--- src/rtl/memmap_pkg.sv ---
// Shared types and constants for the CPU memory-map router.
package memmap_pkg;

  typedef enum logic [1:0] {
    IDLE   = 2'd0,
    ACCESS = 2'd1,
    RESP   = 2'd2
  } router_state_t;

  localparam int unsigned DEFAULT_DATA_WIDTH = 32;

  localparam logic [31:0] BRAM_BASE = 32'h0000_0000;
  localparam logic [31:0] BRAM_MASK = 32'hFFFF_C000;
  localparam logic [31:0] MMIO_BASE = 32'hFFFF_0000;
  localparam logic [31:0] MMIO_MASK = 32'hFFFF_0000;

  // Width of a region index; never narrower than one bit.
  function automatic int unsigned region_idx_width(input int unsigned n);
    return (n <= 1) ? 1 : $clog2(n);
  endfunction

endpackage

--- src/rtl/memmap_router_if.sv ---
// CPU-side and slave-side bus signals of the memory-map router.
interface memmap_router_if #(
  parameter int unsigned DATA_WIDTH  = 32,
  parameter int unsigned NUM_REGIONS = 2
);
  logic                              cpu_req;
  logic                              cpu_ready;
  logic [31:0]                       cpu_addr;
  logic                              cpu_write;
  logic [DATA_WIDTH-1:0]             cpu_wdata;
  logic                              cpu_rvalid;
  logic [DATA_WIDTH-1:0]             cpu_rdata;
  logic                              cpu_err;
  logic [NUM_REGIONS-1:0]            slv_req;
  logic [31:0]                       slv_addr;
  logic                              slv_write;
  logic [DATA_WIDTH-1:0]             slv_wdata;
  logic [NUM_REGIONS-1:0]            slv_ack;
  logic [NUM_REGIONS*DATA_WIDTH-1:0] slv_rdata;

  // Router view.
  modport slave (
    input  cpu_req, cpu_addr, cpu_write, cpu_wdata, slv_ack, slv_rdata,
    output cpu_ready, cpu_rvalid, cpu_rdata, cpu_err,
           slv_req, slv_addr, slv_write, slv_wdata
  );

  // CPU plus attached slaves view.
  modport master (
    output cpu_req, cpu_addr, cpu_write, cpu_wdata, slv_ack, slv_rdata,
    input  cpu_ready, cpu_rvalid, cpu_rdata, cpu_err,
           slv_req, slv_addr, slv_write, slv_wdata
  );
endinterface

--- src/rtl/memmap_addr_decoder.sv ---
// Combinational base/mask window decoder with lowest-index priority.
module memmap_addr_decoder
  import memmap_pkg::*;
#(
  parameter int unsigned                   NUM_REGIONS = 2,
  parameter logic [NUM_REGIONS*32-1:0]     REGION_BASE = {MMIO_BASE, BRAM_BASE},
  parameter logic [NUM_REGIONS*32-1:0]     REGION_MASK = {MMIO_MASK, BRAM_MASK},
  parameter logic [NUM_REGIONS-1:0]        REGION_RO   = '0,
  localparam int unsigned                  IDX_W       = region_idx_width(NUM_REGIONS)
) (
  input  logic [31:0]      addr,
  output logic             hit,
  output logic [IDX_W-1:0] idx,
  output logic             ro
);

  // Scan from the top index down so the lowest matching window is written last.
  always_comb begin
    hit = 1'b0;
    idx = '0;
    ro  = 1'b0;
    for (int unsigned i = NUM_REGIONS; i > 0; i--) begin
      if ((addr & REGION_MASK[(i-1)*32 +: 32]) == REGION_BASE[(i-1)*32 +: 32]) begin
        hit = 1'b1;
        idx = IDX_W'(i - 1);
        ro  = REGION_RO[i-1];
      end
    end
  end

endmodule

--- src/rtl/memmap_router.sv ---
// Single-outstanding CPU memory-map router: decode, forward over req/ack, respond.
module memmap_router
  import memmap_pkg::*;
#(
  parameter int unsigned               DATA_WIDTH  = DEFAULT_DATA_WIDTH,
  parameter int unsigned               NUM_REGIONS = 2,
  parameter logic [NUM_REGIONS*32-1:0] REGION_BASE = {MMIO_BASE, BRAM_BASE},
  parameter logic [NUM_REGIONS*32-1:0] REGION_MASK = {MMIO_MASK, BRAM_MASK},
  parameter logic [NUM_REGIONS-1:0]    REGION_RO   = '0,
  parameter int unsigned               TIMEOUT     = 255
) (
  input  logic                 clk,
  input  logic                 rst_n,
  memmap_router_if.slave       bus,
  output logic [15:0]          err_count
);

  localparam int unsigned IDX_W        = region_idx_width(NUM_REGIONS);
  localparam logic [15:0] TIMEOUT_LAST = 16'(TIMEOUT - 1);

  router_state_t          state, state_n;
  logic [IDX_W-1:0]       sel, sel_n;
  logic [15:0]            timer, timer_n;
  logic [NUM_REGIONS-1:0] req, req_n;
  logic                   err_r, err_n;
  logic [DATA_WIDTH-1:0]  rdata_r, rdata_n;
  logic                   latch;
  logic [31:0]            addr_r;
  logic                   write_r;
  logic [DATA_WIDTH-1:0]  wdata_r;

  logic                   dec_hit;
  logic [IDX_W-1:0]       dec_idx;
  logic                   dec_ro;

  memmap_addr_decoder #(
    .NUM_REGIONS (NUM_REGIONS),
    .REGION_BASE (REGION_BASE),
    .REGION_MASK (REGION_MASK),
    .REGION_RO   (REGION_RO)
  ) u_decoder (
    .addr (bus.cpu_addr),
    .hit  (dec_hit),
    .idx  (dec_idx),
    .ro   (dec_ro)
  );

  // Next-state and datapath updates for the IDLE/ACCESS/RESP sequence.
  always_comb begin
    state_n = state;
    sel_n   = sel;
    timer_n = timer;
    req_n   = req;
    err_n   = err_r;
    rdata_n = rdata_r;
    latch   = 1'b0;
    case (state)
      IDLE: begin
        if (bus.cpu_req) begin
          latch = 1'b1;
          if (dec_hit && !(bus.cpu_write && dec_ro)) begin
            sel_n   = dec_idx;
            timer_n = '0;
            req_n   = NUM_REGIONS'(1) << dec_idx;
            state_n = ACCESS;
          end else begin
            err_n   = 1'b1;
            rdata_n = '0;
            state_n = RESP;
          end
        end
      end
      ACCESS: begin
        // Ack is tested before the timeout so a coincident ack completes cleanly.
        if (bus.slv_ack[sel]) begin
          rdata_n = write_r ? '0 : bus.slv_rdata[sel*DATA_WIDTH +: DATA_WIDTH];
          err_n   = 1'b0;
          req_n   = '0;
          state_n = RESP;
        end else if (timer == TIMEOUT_LAST) begin
          rdata_n = '0;
          err_n   = 1'b1;
          req_n   = '0;
          state_n = RESP;
        end else begin
          timer_n = timer + 16'd1;
        end
      end
      RESP:    state_n = IDLE;
      default: state_n = IDLE;
    endcase
  end

  // State, request and response registers.
  always_ff @(posedge clk or negedge rst_n) begin
    if (!rst_n) begin
      state   <= IDLE;
      sel     <= '0;
      timer   <= '0;
      req     <= '0;
      err_r   <= 1'b0;
      rdata_r <= '0;
    end else begin
      state   <= state_n;
      sel     <= sel_n;
      timer   <= timer_n;
      req     <= req_n;
      err_r   <= err_n;
      rdata_r <= rdata_n;
    end
  end

  // Shared slave address/write/data, held from one accept to the next.
  always_ff @(posedge clk or negedge rst_n) begin
    if (!rst_n) begin
      addr_r  <= '0;
      write_r <= 1'b0;
      wdata_r <= '0;
    end else if (latch) begin
      addr_r  <= bus.cpu_addr;
      write_r <= bus.cpu_write;
      wdata_r <= bus.cpu_wdata;
    end
  end

  // Saturating count of error completions, bumped once per erroring RESP.
  always_ff @(posedge clk or negedge rst_n) begin
    if (!rst_n) begin
      err_count <= '0;
    end else if (state == RESP && err_r && err_count != '1) begin
      err_count <= err_count + 16'd1;
    end
  end

  assign bus.cpu_ready  = (state == IDLE);
  assign bus.cpu_rvalid = (state == RESP);
  assign bus.cpu_rdata  = (state == RESP) ? rdata_r : '0;
  assign bus.cpu_err    = (state == RESP) && err_r;
  assign bus.slv_req    = req;
  assign bus.slv_addr   = addr_r;
  assign bus.slv_write  = write_r;
  assign bus.slv_wdata  = wdata_r;

endmodule

--- src/flat_wrapper.sv ---
// flat-port wrapper written by rule: the top's interface ports become plain ports
module memmap_router_flat import memmap_pkg::*;
#(
  parameter int unsigned               DATA_WIDTH  = DEFAULT_DATA_WIDTH,
  parameter int unsigned               NUM_REGIONS = 2,
  parameter logic [NUM_REGIONS*32-1:0] REGION_BASE = {MMIO_BASE, BRAM_BASE},
  parameter logic [NUM_REGIONS*32-1:0] REGION_MASK = {MMIO_MASK, BRAM_MASK},
  parameter logic [NUM_REGIONS-1:0]    REGION_RO   = '0,
  parameter int unsigned               TIMEOUT     = 255
)
  (clk, rst_n, err_count, bus_cpu_req, bus_cpu_addr, bus_cpu_write, bus_cpu_wdata, bus_slv_ack, bus_slv_rdata, bus_cpu_ready, bus_cpu_rvalid, bus_cpu_rdata, bus_cpu_err, bus_slv_req, bus_slv_addr, bus_slv_write, bus_slv_wdata);
  memmap_router_if #(.DATA_WIDTH(DATA_WIDTH), .NUM_REGIONS(NUM_REGIONS)) bus_i ();
  input  logic clk;
  input  logic rst_n;
  output logic [15:0] err_count;
  input wire logic [$bits(bus_i.cpu_req)-1:0] bus_cpu_req;
  input wire logic [$bits(bus_i.cpu_addr)-1:0] bus_cpu_addr;
  input wire logic [$bits(bus_i.cpu_write)-1:0] bus_cpu_write;
  input wire logic [$bits(bus_i.cpu_wdata)-1:0] bus_cpu_wdata;
  input wire logic [$bits(bus_i.slv_ack)-1:0] bus_slv_ack;
  input wire logic [$bits(bus_i.slv_rdata)-1:0] bus_slv_rdata;
  output wire logic [$bits(bus_i.cpu_ready)-1:0] bus_cpu_ready;
  output wire logic [$bits(bus_i.cpu_rvalid)-1:0] bus_cpu_rvalid;
  output wire logic [$bits(bus_i.cpu_rdata)-1:0] bus_cpu_rdata;
  output wire logic [$bits(bus_i.cpu_err)-1:0] bus_cpu_err;
  output wire logic [$bits(bus_i.slv_req)-1:0] bus_slv_req;
  output wire logic [$bits(bus_i.slv_addr)-1:0] bus_slv_addr;
  output wire logic [$bits(bus_i.slv_write)-1:0] bus_slv_write;
  output wire logic [$bits(bus_i.slv_wdata)-1:0] bus_slv_wdata;
  assign bus_i.cpu_req = bus_cpu_req;
  assign bus_i.cpu_addr = bus_cpu_addr;
  assign bus_i.cpu_write = bus_cpu_write;
  assign bus_i.cpu_wdata = bus_cpu_wdata;
  assign bus_i.slv_ack = bus_slv_ack;
  assign bus_i.slv_rdata = bus_slv_rdata;
  assign bus_cpu_ready = bus_i.cpu_ready;
  assign bus_cpu_rvalid = bus_i.cpu_rvalid;
  assign bus_cpu_rdata = bus_i.cpu_rdata;
  assign bus_cpu_err = bus_i.cpu_err;
  assign bus_slv_req = bus_i.slv_req;
  assign bus_slv_addr = bus_i.slv_addr;
  assign bus_slv_write = bus_i.slv_write;
  assign bus_slv_wdata = bus_i.slv_wdata;
  memmap_router #(.DATA_WIDTH(DATA_WIDTH), .NUM_REGIONS(NUM_REGIONS), .REGION_BASE(REGION_BASE), .REGION_MASK(REGION_MASK), .REGION_RO(REGION_RO), .TIMEOUT(TIMEOUT)) u_core (.clk(clk), .rst_n(rst_n), .bus(bus_i), .err_count(err_count));
endmodule
--- config.mk ---
export PLATFORM = sky130hd
export DESIGN_NAME = memmap_router_flat
export DESIGN_NICKNAME = d
export VERILOG_FILES = /design/src/rtl/memmap_pkg.sv /design/src/rtl/memmap_router_if.sv /design/src/rtl/memmap_addr_decoder.sv /design/src/rtl/memmap_router.sv /design/src/flat_wrapper.sv
export SDC_FILE = /design/constraint.sdc
export NUM_CORES = 1
export LEC_CHECK = 0
export ABC_AREA = 1
export BUFFER_PORTS_ARGS = -buffer_cell sky130_fd_sc_hd__buf_4
export CORE_MARGIN = 3
export CORE_UTILIZATION = 53
export DETAILED_ROUTE_END_ITERATION = 6
export PLACE_DENSITY = 0.86
export SYNTH_ARGS = -nofsm -noshare
export SYNTH_HDL_FRONTEND = slang
export SYNTH_SLANG_ARGS = --single-unit
--- constraint.sdc ---
create_clock -name clk -period 2.55 [get_ports clk]
set_input_delay 0.255 -clock clk [delete_from_list [all_inputs] [get_ports clk]]
set_output_delay 0.255 -clock clk [all_outputs]
set_load 0.02 [all_outputs]
== Word-level counts from Yosys, hierarchy flattened ==
Cells that the tools add are included.

* Register bits: 135
* Input bits: 134

* Add/sub/neg operators: 2
* $lt $le $gt $ge: 1
* Equal/unequal tests: 11
* Shift-type cells: 2
* Mux-type cells: 34
* Reductions and logical operators: 10

{| class="wikitable"
|+ Operator list
! cell !! number
|-
| 2-to-1 mux 32 bit || 6
|-
| 2-to-1 mux 16 bit || 4
|-
| case mux 32 bit (2 select lines) || 1
|-
| indexed part select 64 x 7 -> 32 bit || 1
|-
| adder 16 x 1 -> 16 bit (second input constant) || 2
|-
| logical NOT 32 bit || 1
|-
| case mux 16 bit (2 select lines) || 1
|-
| == test 16 bit (second input constant) || 1
|-
| == test 16 x 8 -> 1 bit (second input constant) || 1
|-
| 2-to-1 mux 2 bit || 8
|-
| != test 16 bit (second input constant) || 1
|-
| 2-to-1 mux 1 bit || 11
|-
| != test 2 bit (second input constant) || 4
|-
| case mux 2 bit (2 select lines) || 2
|-
| AND reduction 4 bit || 2
|-
| AND reduction 5 bit || 1
|-
| != test 3 x 1 -> 1 bit (second input constant) || 1
|-
| AND reduction 3 bit || 1
|-
| == test 2 x 1 -> 1 bit (second input constant) || 1
|-
| == test 2 bit (second input constant) || 1
|-
| logical AND 1 bit || 2
|-
| logical NOT 2 bit || 1
|-
| < comparator 1 x 2 -> 1 bit (second input constant) || 1
|-
| != test 2 x 1 -> 1 bit (second input constant) || 1
|-
| other kinds (4) || 4
|}

== Logic depth before layout (Yosys ltp) ==
Gate-level depths: netlist of the first run.

* Depth after elaboration: 7
* Mapped depth: 11
* Gate-level depth less buffers: 10

== By module ==
Synthesis of the first run repeated with hierarchy kept, for this count alone.

* Cells, all modules: 841
* Area, all modules: 6666.4 µm²

{| class="wikitable"
|+ Modules (own cells, without submodules)
! module !! times used !! cells an instance !! area an instance (µm²) !! sequential area each (µm²)
|-
| memmap_router || 1 || 810 || 6535.0 || 3378.2
|-
| memmap_addr_decoder || 1 || 31 || 131.4 || 0.0
|}

== Worst setup path before layout of the first run ==
OpenSTA, ideal clock, no wires.

* Path kind: reg-to-output
* Start: register u_core.state[0]
* End: output bus_cpu_rdata[10]
* Data arrival time: 1.440 ns
* Slack: 0.855 ns
* Stages on the path, launching flop included: 5
* Buffers on the path: 1
* Path through: dfrtp_1 -> nor2_1 -> inv_1 -> clkbuf_1 -> nor2_1

* Word-level cells in the longest chain between the ends: 2

{| class="wikitable"
|+ RTL lines
! item !! line !! RTL
|-
| start: declaration || memmap_router.sv:21 || <nowiki>router_state_t state, state_n;</nowiki>
|-
| start signal: assignment || memmap_router.sv:104 || <nowiki>state <= state_n;</nowiki>
|-
| == test 2 bit || - ||
|-
| named net bus_cpu_rvalid || flat_wrapper.sv:23 || <nowiki>output wire logic [$bits(bus_i.cpu_rvalid)-1:0] bus_cpu_rvalid;</nowiki>
|-
| 2-to-1 mux 32 bit || memmap_router.sv:137 || <nowiki>assign bus.cpu_rdata = (state == RESP) ? rdata_r : '0;</nowiki>
|-
| end: declaration || flat_wrapper.sv:24 || <nowiki>output wire logic [$bits(bus_i.cpu_rdata)-1:0] bus_cpu_rdata;</nowiki>
|}

The timed path passes the listed nets, and every way through them passes these cells.

== Worst setup path after layout of the first run ==
* Start: register u_core.err_count[1]
* End: register u_core.err_count[13]

* Word-level cells in the longest chain between the ends: 2
* Elaborated cells on any way between the ends: 3

{| class="wikitable"
|+ RTL lines
! item !! line !! RTL
|-
| start: declaration || memmap_router.sv:15 || <nowiki>output logic [15:0] err_count</nowiki>
|-
| start signal: assignment || memmap_router.sv:131 || <nowiki>err_count <= err_count + 16'd1;</nowiki>
|-
| branches (longest 2 deep; another with adder 16 x 1 -> 16 bit) || - ||
|}

Parallel ways; which one is timed is not known.
A chain may end at the register's enable or synchronous reset.

==> flow_summary_export.csv, run 1 <==
group,metric,value,unit
logic_synthesis,syn_area,0.00660,mm²
grt,grt_usage,0.293,
timing,worstMarginPinSlew,0.577,ns
worst_hold_path,holdPathEnd,"u_core.bus.slv_wdata[5]$_DFFE_PN0P_",
cts,cts_setup_buffers,0,
worst_hold_path,hold_depth,3,
timing,finalCritPeriodShare,0.790,
logic_synthesis,ys.flop_type,"dfrtp_1",
cts,cts_resized,0,
critical_path,cp_max_fo,13,
pwr,power_density,1040,mW/mm²
place,numPortBuffers,251,
cts,max-clock-path-buffers,2,
grt,grt_max_degree,63,
cts,clk_latency,0.41,ns
grt,first_global_vias,6556,
detailed_routing,vias,6559,
run_status,status,"finished, final reports clean",
critical_path,cpLargestDelayFamily,"simple AND/OR/NAND/NOR gates",
critical_path,crit_chain,"ha_1 > nand3_1 > nor2_1 > nand3_1 > nand2_1 > inv_1 > nand2_1 > o21ai_0",
cells_and_area,areaGrowthSynthToFinish,41.0,%
die,io_pins,252,
die,rows,40,
die,die-width,118,µm
timing,period_minus_slack,2.02,ns
cts,cts_tree,"done",
timing,fin_setup_tns,0,ns
pwr,leakage,5.03,nW
cells_and_area,final_nets,1254,
detailed_routing,first_iter_violations,536,
cells_and_area,area.sequential,0.00338,mm²
cells_and_area,multi_input_area,0.00279,mm²
logic_synthesis,synth_area_per_cell,7.61,µm²
cells_and_area,fillers,883,
critical_path,critPathKind,"flop to flop",
logic_synthesis,synth_nets,1005,
logic_synthesis,syn_inst,868,
logic_synthesis,synth_seq_area_share,0.512,
critical_path,cp-end-kind,"flop",
grt,grt_first_pass_wirelength,32.6,mm
logic_synthesis,ys_warn_count,0,
timing,hold_viol,0,
logic_synthesis,synth_edf_count,0,
cells_and_area,drive_gt1_frac,0.298,
die,die-height,118,µm
detailed_routing,drc,0,
cells_and_area,antenna_cells,0,
die,coreArea,0.0121,mm²
critical_path,r2r_slack,0.53,ns
pwr,power,0.00968,W
cts,postCtsHoldBufs,1,
critical_path,critical_path_arrival,2.29,ns
critical_path,cp.required,2.83,ns
timing,slew_headroom,0.615,
place,gp_congestion,0.903,
cts,cts-root-buf,"clkbuf_16",
timing,slew_violations,0,
critical_path,cpPeakStageDelay,0.44,ns
pwr,irDropWorstVdd,0.804,mV
worst_hold_path,hold_class,"input port to flop",
cts,cts_made_buffers,17,
grt,antenna_found_initial,0,
detailed_routing,routed_wl,20.1,mm
timing,clock_skew,0.0100,ns
critical_path,reg2reg_depth,8,
place,dp_hpwl,14.2,mm
critical_path,cp-start-kind,"flop",
grt,grt.overflow.total,0,
critical_path,r2r-start,"u_core.err_count[1]$_DFFE_PN0P_",
worst_hold_path,worstHoldStart,"bus_cpu_wdata[5]",
cts,clkTransAtPathRegs,0.06,ns
logic_synthesis,synth_common_cells,"374 x nand2_1, 135 x dfrtp_1, 91 x nor2_1",
critical_path,cp.buffers_inverters,1,
detailed_routing,ant_nets,0,
cts,htree_num_levels,4,
logic_synthesis,ys_types,26,
die,die-area,0.0138,mm²
critical_path,worst_path_max_delay_cell,"dfrtp_1",
cts,cts_num_sinks,135,
detailed_routing,vias_per_cell,5.06,
logic_synthesis,yosys.area.top_type_share,0.512,
die,start_util,0.545,
timing,max_freq,0.496,GHz
critical_path,r2r-end,"u_core.err_count[13]$_DFFE_PN0P_",
logic_synthesis,yosysTopAreaCell,"dfrtp_1",
logic_synthesis,yosysMostFrequentCell,"nand2_1",
timing,setup_viol,0,
timing,rsz0062_at_grt,"no",
run,cap_violations,0,
logic_synthesis,synth_area_leaders,"dfrtp_1 51%, nand2_1 21%, nor2_1 5.2%",
logic_synthesis,async_flop_share,1.00,
logic_synthesis,ys_seq_elements,135,
detailed_routing,routedWlPerCell,15.5,µm
detailed_routing,dr.pass1.iters,7,
-- cell usage in the layout (no fill, tap or decap), types with 8 or more instances in the layout --
| cell type | instances |
|---|---|
| nand3_1 | 37 |
| or2_2 | 33 |
| nor2_1 | 91 |
| buf_4 | 260 |
| nand2_1 | 374 |
| dfrtp_1 | 135 |
| o211ai_1 | 32 |
| xor2_1 | 14 |
| nor3_1 | 8 |
| clkbuf_16 | 17 |
| o21ai_0 | 8 |
| inv_1 | 70 |
-- cell families after synthesis --
family,Yosys count,share of synthesized area
AND/OR/NAND/NOR,561,0.348
buffers and inverters,109,0.0661
AO/OA/AOI/OAI,43,0.0457
flip-flops,135,0.512
adder cells (fa/ha/maj),3,0.00569
XOR/XNOR,17,0.0226
-- area by class of cell --
cell class	count	area share
clock buffers	24	0.0507
clock inverters	7	0.0179
inverters	75	0.0302
multi-input cells	624	0.299
flip-flops and latches	135	0.363
well taps	168	0.0226
repair buffers	264	0.216
-- worst max-delay path by stage --
| stage | slack [ns] | start | end | cells past startpoint |
|---|---|---|---|---|
| 2_1_floorplan | 0.85 | u_core.state[0]$_DFFE_PN0P_ | bus_cpu_rdata[10] | 4 |
| 3_3_place_gp | 0.64 | u_core.err_count[0]$_DFFE_PN0P_ | u_core.err_count[13]$_DFFE_PN0P_ | 8 |
| 3_5_place_dp | 0.57 | u_core.err_count[0]$_DFFE_PN0P_ | u_core.err_count[13]$_DFFE_PN0P_ | 8 |
| 4_1_cts | 0.55 | u_core.state[1]$_DFFE_PN0P_ | bus_cpu_rdata[0] | 6 |
| 5_1_grt | 0.34 | u_core.err_count[1]$_DFFE_PN0P_ | u_core.err_count[13]$_DFFE_PN0P_ | 8 |
| 6_report | 0.53 | u_core.err_count[1]$_DFFE_PN0P_ | u_core.err_count[13]$_DFFE_PN0P_ | 8 |
-- layer usage --
metal  up-vias  wire length (µm)  global-route usage
met5         -                 0                   0
met1      3060              7610               0.342
met3        48              1740               0.109
met4         0               738               0.122
li1       3164                 -                   -
met2       287             10000               0.489
-- where the power goes --
part | leakage, nW | internal [W] | switching (W) | total (W)
Sequential | 1.76 | 0.00285 | 0.000491 | 0.00334
Clock | 0.305 | 0.00179 | 0.000881 | 0.00267
Combinational | 2.97 | 0.00139 | 0.00227 | 0.00366
Total | 5.03 | 0.00603 | 0.00364 | 0.00968
-- state kept, by name, summed over array words and instances (netlist names) --
| name | flops |
|---|---|
| u_core.bus.slv_addr | 32 |
| u_core.bus.slv_req | 2 |
| u_core.bus.slv_wdata | 32 |
| u_core.bus.slv_write | 1 |
| u_core.err_count | 16 |
| u_core.err_r | 1 |
| u_core.rdata_r | 32 |
| u_core.sel | 1 |
| u_core.state | 2 |
| u_core.timer | 16 |
-- tightest hold or removal path: stages --
cell	delay [ns]
buf_4	0.07
nand2_1	0.04
nand2_1	0.04
-- metrics by stage --
| step | setup WS, ns | cells | util | hold WS [ns] | instance area (µm²) |
|---|---|---|---|---|---|
| floorplan | 0.855 | 868 | - | -0.0406 | 6600 |
| global placement | 0.636 | 1265 | 0.715 | 0.278 | 8660 |
| detailed placement | 0.568 | 1265 | 0.715 | 0.279 | 8660 |
| CTS | 0.549 | 1297 | 0.768 | 0.0197 | 9310 |
| global route | 0.337 | 1297 | 0.768 | 0.0195 | 9310 |
| finish | 0.535 | 1297 | 0.768 | 0.0317 | 9310 |
Note: power is estimated with default switching activity, not from simulation.
==> inputs of run 2 (changes only) <==
--- a/config.mk
+++ b/config.mk
@@ -8,9 +8,9 @@
 export ABC_AREA = 1
 export BUFFER_PORTS_ARGS = -buffer_cell sky130_fd_sc_hd__buf_4
 export CORE_MARGIN = 3
-export CORE_UTILIZATION = 53
+export CORE_UTILIZATION = 45
 export DETAILED_ROUTE_END_ITERATION = 6
-export PLACE_DENSITY = 0.86
+export PLACE_DENSITY = 0.77
 export SYNTH_ARGS = -nofsm -noshare
 export SYNTH_HDL_FRONTEND = slang
 export SYNTH_SLANG_ARGS = --single-unit
==> constraint.sdc (replaced) <==
create_clock -name clk -period 1.65 [get_ports clk]
set_input_delay 0.165 -clock clk [delete_from_list [all_inputs] [get_ports clk]]
set_output_delay 0.165 -clock clk [all_outputs]
set_load 0.02 [all_outputs]
==> run 2 against run 1 <==
Effect of this change:
- the flow now finishes with violations (negative setup slack)
- register-to-register slack got worse by 0.53 ns
- hold slack worse by 0.017 ns
- routed wire length increased by 28%
- sequential share of layout area is 5.1 points lower
- clock-buffer cell count down 6
- sequential power rose by 58%
- worst setup slack worse by 0.56 ns
- via count increased by 15%
- largest cell class is now non-clock buffers
- highest routed layer unchanged
==> flow_summary_export.csv, run 2 (same netlist as run 1, synthesis figures left out) <==
group,metric,value,unit
run_status,status,"finished with violations",
run_status,violations,"negative setup slack",
critical_path,critPathKind,"flop to output port",
run,cap_violations,0,
cells_and_area,fillers,898,
worst_hold_path,hold_depth,3,
worst_hold_path,worstHoldStart,"bus_slv_rdata[60]",
cells_and_area,drive_gt1_frac,0.337,
pwr,p_seq_frac,0.326,
cells_and_area,areaGrowthSynthToFinish,64.2,%
cts,cts-root-buf,"clkbuf_16",
worst_hold_path,hold_class,"input port to flop",
cells_and_area,final_common_cell,"nand2_1",
timing,hold_viol,0,
timing,fin_setup_tns,-0.103,ns
pwr,leakage,5.65,nW
pwr,power.switching,0.00666,W
timing,setup_viol,13,
die,die-height,127,µm
critical_path,r2r_slack,0,ns
critical_path,cp.buffers_inverters,4,
detailed_routing,drc,0,
timing,rsz0062_at_grt,"yes",
pwr,switching_share,0.411,
cts,clk_latency,0.42,ns
die,rows,43,
pwr,combPwrFrac,0.450,
pwr,p_int,0.00953,W
timing,finalCritPeriodShare,1.01,
cts,cts_made_buffers,17,
detailed_routing,vias_per_cell,5.24,
pwr,irDropWorstVdd,1.09,mV
grt,grt_max_degree,72,
place,place_ws,0.0933,ns
die,start_util,0.468,
timing,max_freq,0.599,GHz
critical_path,critical_path_arrival,1.51,ns
cts,clkTransAtPathRegs,0.06,ns
critical_path,reg2reg_depth,10,
critical_path,crit_chain,"inv_2 > nor2_4 > inv_4 > buf_12 > nor2_1 > buf_4",
cells_and_area,layout_common_cells,"367 x nand2_1, 281 x buf_4, 135 x dfrtp_1",
place,gp_congestion,0.818,
cts,cts_num_sinks,135,
critical_path,cp-start-kind,"flop",
timing,slew_violations,0,
pwr,pwr-share-clk,0.224,
cells_and_area,final_nets,1386,
place,dp_hpwl,14.6,mm
timing,slew_headroom,0.647,
detailed_routing,first_iter_violations,488,
critical_path,r2r-end,"u_core.rdata_r[11]$_DFFE_PN0P_",
detailed_routing,ant_nets,0,
critical_path,cp-end-kind,"output port",
critical_path,cpPeakStageDelay,0.37,ns
cts,htree_num_levels,4,
timing,worstMarginPinSlew,0.529,ns
critical_path,r2r-start,"u_core.state[0]$_DFFE_PN0P_",
place,numPortBuffers,251,
timing,clock_skew,0.0105,ns
critical_path,worst_path_max_delay_cell,"dfrtp_1",
grt,antenna_found_initial,1,
detailed_routing,routedWlPerCell,17.8,µm
timing,period_minus_slack,1.67,ns
worst_hold_path,holdPathEnd,"u_core.rdata_r[28]$_DFFE_PN0P_",
timing,setup_ws,-0.0208,ns
detailed_routing,vias,7557,
critical_path,cpLargestDelayFamily,"buffers and inverters",
grt,grt_usage,0.297,
pwr,power_density,1490,mW/mm²
die,coreArea,0.0141,mm²
die,die-width,127,µm
grt,grt.overflow.total,0,
cts,cts_tree,"done",
detailed_routing,routed_wl,25.6,mm
detailed_routing,dr.pass1.iters,5,
grt,first_global_vias,7581,
critical_path,cp_max_fo,8,
critical_path,cp.required,1.48,ns
die,die-area,0.0162,mm²
grt,grt_first_pass_wirelength,37.9,mm
cts,max-clock-path-buffers,2,
die,io_pins,252,
run 2: changes by cell type in the layout (fill, tap and decap cells not counted), moves of 5 or more:
| cell | delta |
|---|---|
| clkinv_4 | +5 |
| buf_12 | +7 |
| nor2_4 | +7 |
| inv_1 | -5 |
| nand2_2 | +6 |
| nor2_2 | +17 |
| nor2_1 | -24 |
| dlygate4sd3_1 | +87 |
| nand2_1 | -7 |
| buf_4 | +21 |
| buf_6 | +10 |
run 2: how the worst max path moves through the flow:
stage	slack [ns]	endpoint	from	cells after the start
2_1_floorplan	0.01	u_core.err_count[2]$_DFFE_PN0P_	u_core.err_count[0]$_DFFE_PN0P_	8
3_3_place_gp	0.14	u_core.err_count[13]$_DFFE_PN0P_	u_core.err_count[0]$_DFFE_PN0P_	8
3_5_place_dp	0.09	u_core.rdata_r[25]$_DFFE_PN0P_	u_core.timer[7]$_DFFE_PN0P_	10
4_1_cts	-0.008	bus_cpu_rdata[3]	u_core.state[1]$_DFFE_PN0P_	6
5_1_grt	-0.1	u_core.rdata_r[9]$_DFFE_PN0P_	u_core.state[0]$_DFFE_PN0P_	10
6_report	-0.02	bus_cpu_rdata[6]	u_core.state[1]$_DFFE_PN0P_	6
run 2: power groups by stage:
stage / Sequential [W] / Clock (W) / Combinational (W)
floorplan: 0.00607 / 0 / 0.00213
global placement: 0.00517 / 0 / 0.00590
detailed placement: 0.00514 / 0 / 0.00604
CTS: 0.00514 / 0.00363 / 0.00655
global route: 0.00534 / 0.00379 / 0.00773
finish: 0.00528 / 0.00363 / 0.00729
run 2: timing repair:
item                                   in CTS  in global routing
pin swaps                                   1                  3
endpoints found under the hold margin     135                  0
setup endpoints to repair                  33                157
hold buffers                               88                  0
gates cloned                                2                  6
resized for setup                          26                 37
buffers inserted                            3                  9
run 2: final cells by class:
cell class / instances / area (µm²) / share of cell area
timing repair buffer: 395 / 3450 / 0.318
antenna: 1 / 2.50 / 0.000231
clock buffer: 18 / 429 / 0.0396
multi-input combinational: 624 / 2930 / 0.270
inverter: 75 / 293 / 0.0270
tap: 180 / 225 / 0.0208
sequential: 135 / 3380 / 0.312
timing repair inverter: 1 / 7.51 / 0.000693
clock inverter: 14 / 129 / 0.0119
run 2: routing by layer:
metal | global-route usage | vias to the layer above | share of wire
met4 | 0.167 | 0 | 0.053
met5 | 0 | - | 0
met3 | 0.0865 | 98 | 0.092
li1 | - | 3437 | -
met2 | 0.493 | 456 | 0.49
met1 | 0.345 | 3566 | 0.37
run 2: stage by stage:
step	hold slack (ns)	utilization	total power (W)	std cells	area, µm²
finish	0.0142	0.769	0.0162	1443	10800
global route	0.0117	0.769	0.0169	1443	10800
CTS	0.00195	0.746	0.0153	1427	10500
detailed placement	0.169	0.634	0.0112	1302	8940
global placement	0.170	0.634	0.0111	1302	8940
floorplan	-0.131	-	0.00820	868	6600
run 2: worst register-to-register path, cell delays in order, from the launching register on:
cell,delay [ns]
dfrtp_1,0.40
buf_4,0.16
inv_2,0.04
nor2_4,0.08
inv_2,0.07
nor2_4,0.11
inv_2,0.06
nor2_4,0.24
clkbuf_16,0.23
o211ai_1,0.09
nand2_1,0.09
